`config.mk`:
```
export PLATFORM = sky130hd
export DESIGN_NAME = regfile_dump_port
export DESIGN_NICKNAME = d
export VERILOG_FILES = /design/src/rtl/regfile_dump_port.sv
export SDC_FILE = /design/constraint.sdc
export NUM_CORES = 1
export LEC_CHECK = 0
export ABC_AREA = 1
export CAP_MARGIN = 30
export CORE_ASPECT_RATIO = 0.5
export CORE_MARGIN = 2
export CORE_UTILIZATION = 47
export DETAILED_ROUTE_END_ITERATION = 6
export PLACE_DENSITY = 0.86
export SLEW_MARGIN = 15
export SYNTH_ARGS = -nofsm -noshare
export SYNTH_HDL_FRONTEND = slang
export SYNTH_SLANG_ARGS = --single-unit
```
`constraint.sdc`:
```
create_clock -name clk -period 2.6 [get_ports clk]
set_input_delay 0.39 -clock clk [delete_from_list [all_inputs] [get_ports clk]]
set_output_delay 0.39 -clock clk [all_outputs]
set_load 0.02 [all_outputs]
```
`src/rtl/regfile_dump_port.sv`:
```
// Debug read-out engine on the register file's second read port.
// Sweeps an inclusive index range and streams each entry with its index over valid/ready.
module regfile_dump_port #(
   parameter int ADDR_W = 5,
   parameter int DATA_W = 32
) (
   input  logic              clk,
   input  logic              rst_n,
   input  logic              start,
   input  logic [ADDR_W-1:0] first_addr,
   input  logic [ADDR_W-1:0] last_addr,
   input  logic              abort,
   output logic [ADDR_W-1:0] rf_read_address,
   input  logic [DATA_W-1:0] rf_read_data,
   output logic              out_valid,
   input  logic              out_ready,
   output logic [DATA_W-1:0] out_data,
   output logic [ADDR_W-1:0] out_index,
   output logic              out_last,
   output logic              busy,
   output logic              done
);

   // state | meaning
   // IDLE  | waiting for start; start is ignored in every other state
   // FETCH | rf_read_address is stable, read data is captured at the next edge
   // HOLD  | word offered on the output until the host accepts it
   // DONE  | one-cycle completion pulse, then back to IDLE
   typedef enum logic [1:0] {
      IDLE  = 2'd0,
      FETCH = 2'd1,
      HOLD  = 2'd2,
      DONE  = 2'd3
   } state_t;

   state_t            state;
   state_t            state_nxt;
   logic [ADDR_W-1:0] end_addr;
   logic              range_ok;
   logic              handshake;

   assign range_ok  = (first_addr <= last_addr);
   assign handshake = (state == HOLD) && out_valid && out_ready;

   always_ff @(posedge clk or negedge rst_n) begin
      if (!rst_n) begin
         state <= IDLE;
      end else begin
         state <= state_nxt;
      end
   end

   always_comb begin
      state_nxt = state;
      case (state)
         IDLE: begin
            if (start) begin
               state_nxt = range_ok ? FETCH : DONE;
            end
         end
         FETCH: state_nxt = HOLD;
         HOLD: begin
            if (handshake) begin
               state_nxt = out_last ? DONE : FETCH;
            end
         end
         DONE: state_nxt = IDLE;
         default: state_nxt = IDLE;
      endcase
      // abort beats the handshake and suppresses the done pulse
      if (abort && (state != IDLE)) begin
         state_nxt = IDLE;
      end
   end

   // rf_read_address doubles as the running index; termination on idx==end means it never wraps
   always_ff @(posedge clk or negedge rst_n) begin
      if (!rst_n) begin
         rf_read_address <= '0;
         end_addr        <= '0;
         out_valid       <= 1'b0;
         out_data        <= '0;
         out_index       <= '0;
         out_last        <= 1'b0;
      end else begin
         case (state)
            IDLE: begin
               if (start && range_ok) begin
                  rf_read_address <= first_addr;
                  end_addr        <= last_addr;
               end
            end
            FETCH: begin
               if (abort) begin
                  out_valid <= 1'b0;
               end else begin
                  out_data  <= rf_read_data;
                  out_index <= rf_read_address;
                  out_last  <= (rf_read_address == end_addr);
                  out_valid <= 1'b1;
               end
            end
            HOLD: begin
               if (abort) begin
                  out_valid <= 1'b0;
               end else if (handshake) begin
                  out_valid <= 1'b0;
                  if (!out_last) begin
                     rf_read_address <= rf_read_address + ADDR_W'(1);
                  end
               end
            end
            DONE: out_valid <= 1'b0;
            default: out_valid <= 1'b0;
         endcase
      end
   end

   assign busy = (state != IDLE);
   assign done = (state == DONE) && !abort;

endmodule
```
==> impl_results.md <==
* Setup violators final at 0
* Post-CTS setup buffer count at 0
* Root Buffer: clkbuf_8
* IO Count at 93
* Area Overhead vs Synth at 45.9%
* CP Buf/Inv Count at 2
* Worst slew pin tran at between 0.5 and 0.6 ns
* Die width at ~100 microns
* CP max FO at 5
* TritonCTS clock tree: done
* Vias in the first global route at between 2000 and 2500
* N_diodes at 0
* Grt ovf at 0
* Final Max Tran Viols at 0
* F_max at approximately 470 MHz
* Max Cap Viol at 0
* Post-route setup TNS at 0 ns
* Final hold violations at 0
* Clk_skew at ~0.0028 ns
* Vias post-DR at 2191
* Clock sinks at between 50 and 60
* Global-route wire length before repair at ~9.3 mm
* Data required time of the worst path at about 2.2 ns
* Area leader, netlist: dfrtp_1
* Row count at 18
* Layout cell share with drive strength beyond 1 at under 10%
* Unrepaired setup endpoints after global routing: false
* PD cells at 1160 mW/mm^2
* CTS resizes at 0
* Total power at 0.00399 W
* Mapped Nets at between 300 and 400
* WS Path Type: flip-flop to primary output
* Crit path DAT at 1.73 ns
* Detailed placement HPWL at about 4.5 mm
* CP Capture Type: primary output
* Total wire length at around 5.8 mm
* CTS Hold Bufs at 0
* Crit share post-route at around four fifths
* Worst slew margin at a little over three fifths
* Reg clk slew, reported paths at around 0.09 ns
* Vias/cell at about 4.8
* Post-layout nets at between 400 and 500
* Crit-path cells: inv_2 > nor3_1 > clkdlybuf4s50_1
* Worst-Skew Late Latency at 0.29 ns
* Drc violations at 0
* Total GRT Usage at a little over a fifth
* Initial Util at 48.2%
* Peak supply drop at around 0.00042 V
* Fin crit period at 2.12 ns
* Sequential area share after synthesis at about 54%
* Iteration-0 DRC Markers at between 40 and 50
* Outcome: complete, no violations
* Core area at 0.00489 sq mm
* Post-DP Area at between 0.003 and 0.004 sq mm
* Routed Antenna Nets at 0
* Kind of cell adding the most delay to the critical path: buffers and inverters
* Syn Inst Count at around 290
* Top post-synthesis cells by area: dfrtp_1, nand2_1, ha_1
* Fill cells at 380
* CP max stage delay at about 0.65 ns
* Distinct cells, synth at 22
* I/O Buffers at 92
* Longest Clk Path Bufs at 2
* Crit path launch type: flip-flop
* Routed len/inst at between 10 and 15 microns
* Synth warn at 0
* Htree depth at 2
* Share of the synthesized area in the top cell type at 54.1%
* HP Class: input port to async pin
* Pre-antenna DRT Iters at 4
* Post-route cell area at 0.00344 sq mm
* Avg Cell Area, Syn at roughly 8.0 sq um
* Final Util at between 70% and 80%
* RePlAce Congestion at ~0.89
* Die ar. at 0.00563 sq mm
* Critical path's slowest cell: clkdlybuf4s50_1
* Yosys reg bits at slightly above 50
* Leak Pwr at roughly 1.7 nW
* Largest net degree at the start of global routing at 35
* DIE HEIGHT at approximately 54 microns
* Initial antenna violation count at 0
* CTS Buf Count at 5
* Mapped Area at roughly 0.0024 sq mm
-- worst reg2reg max path, cell delays in order, from the launching register on --
cell and delay [ns]:
dfrtp_1 0.50, nor2_1 0.09, buf_4 0.18, nand2_1 0.09, o211ai_2 0.12, nor2_4 0.18
nand2_2 0.12, nand2_1 0.07, nand2_1 0.05
-- logic make-up (layout without fill, tap and decap cells) --
| kind of cell | Yosys count | after routing | share of synthesized area, % |
|---|---|---|---|
| compound gates | 12 | 12 | 2.92 |
| xor+xnor | 2 | 2 | 0.743 |
| fa+ha+maj | 6 | 6 | 3.18 |
| buf+inv | 27 | 123 | 4.72 |
| flops | 51 | 51 | 54.1 |
| simple gates | 195 | 195 | 34.3 |
-- path summary, 6_finish.rpt --
kind                               from            endpoint  slack, ns  depth (start not counted)
max in group asynchronous         rst_n         out_data[2]       1.82                          2
min in group clk           out_data[24]        out_data[24]       0.48                          2
hold reg to reg            out_data[24]        out_data[24]       0.48                          2
hold / removal                    rst_n  rf_read_address[3]       0.01                          1
setup reg to reg               state[0]  rf_read_address[0]       1.10                          8
setup / recovery               state[0]                done       0.48                          3
-- through the flow --
| step | hold WS, ns | std cells | setup WS [ns] |
|---|---|---|---|
| 2_1_floorplan | 0.0944 | 293 | 1.14 |
| 3_3_place_gp | 0.338 | 451 | 0.582 |
| 3_5_place_dp | 0.347 | 451 | 0.475 |
| 4_1_cts | 0.0233 | 459 | 0.476 |
| 5_1_grt | 0.0314 | 459 | 0.414 |
| 6_report | 0.0129 | 459 | 0.482 |
-- final cells by class --
type	count	area [sq um]	share of cell area, %
timing repair buffer	96	946	27.5
multi-input combinational	215	970	28.2
sequential	51	1280	37.1
inverter	19	71.3	2.07
clock inverter	3	20.0	0.582
clock buffer	5	68.8	2.00
tap	70	87.6	2.55
-- power by group --
group,leakage (nW),internal (W),switching [W]
logic,1.06,0.000941,0.00117
clock network,0.0402,0.000188,0.000263
registers,0.643,0.00116,0.000274
total,1.74,0.00229,0.00170
-- flip-flops by register name, summed over array words and instances (netlist names) --
name and count:
out_valid 1, rf_read_address 5, out_data 32, out_index 5, out_last 1, end_addr 5
state 2
-- synth_stat cells (all sizes together) --
master	count
a21oi	2
o21ai	8
xor2	1
clkbuf	2
nand4	7
nor2	10
nand2	163
inv	19
buf	6
dfrtp	51
nand3	13
nor3	2
ha	6
o211ai	1
xnor2	1
o22ai	1
-- layout by cell type (no fill, tap or decap), drive strengths merged --
cell type,Yosys,final
clkinv,0,1
inv,19,19
nand4,7,7
clkbuf,2,5
nor2,10,10
a21oi,2,2
buf,6,5
xor2,1,1
o21ai,8,8
nor3,2,2
clkinvlp,0,2
o211ai,1,1
nand2,163,163
ha,6,6
nand3,13,13
xnor2,1,1
clkdlybuf4s50,0,91
o22ai,1,1
dfrtp,51,51
-- routing by layer --
layer	global-route usage (%)	share of wire [%]
met5	0	0
met4	4.95	0.98
met1	23.6	42
met3	3.39	3.0
met2	43.0	54
No activity file was read; power rests on OpenSTA's default activity.
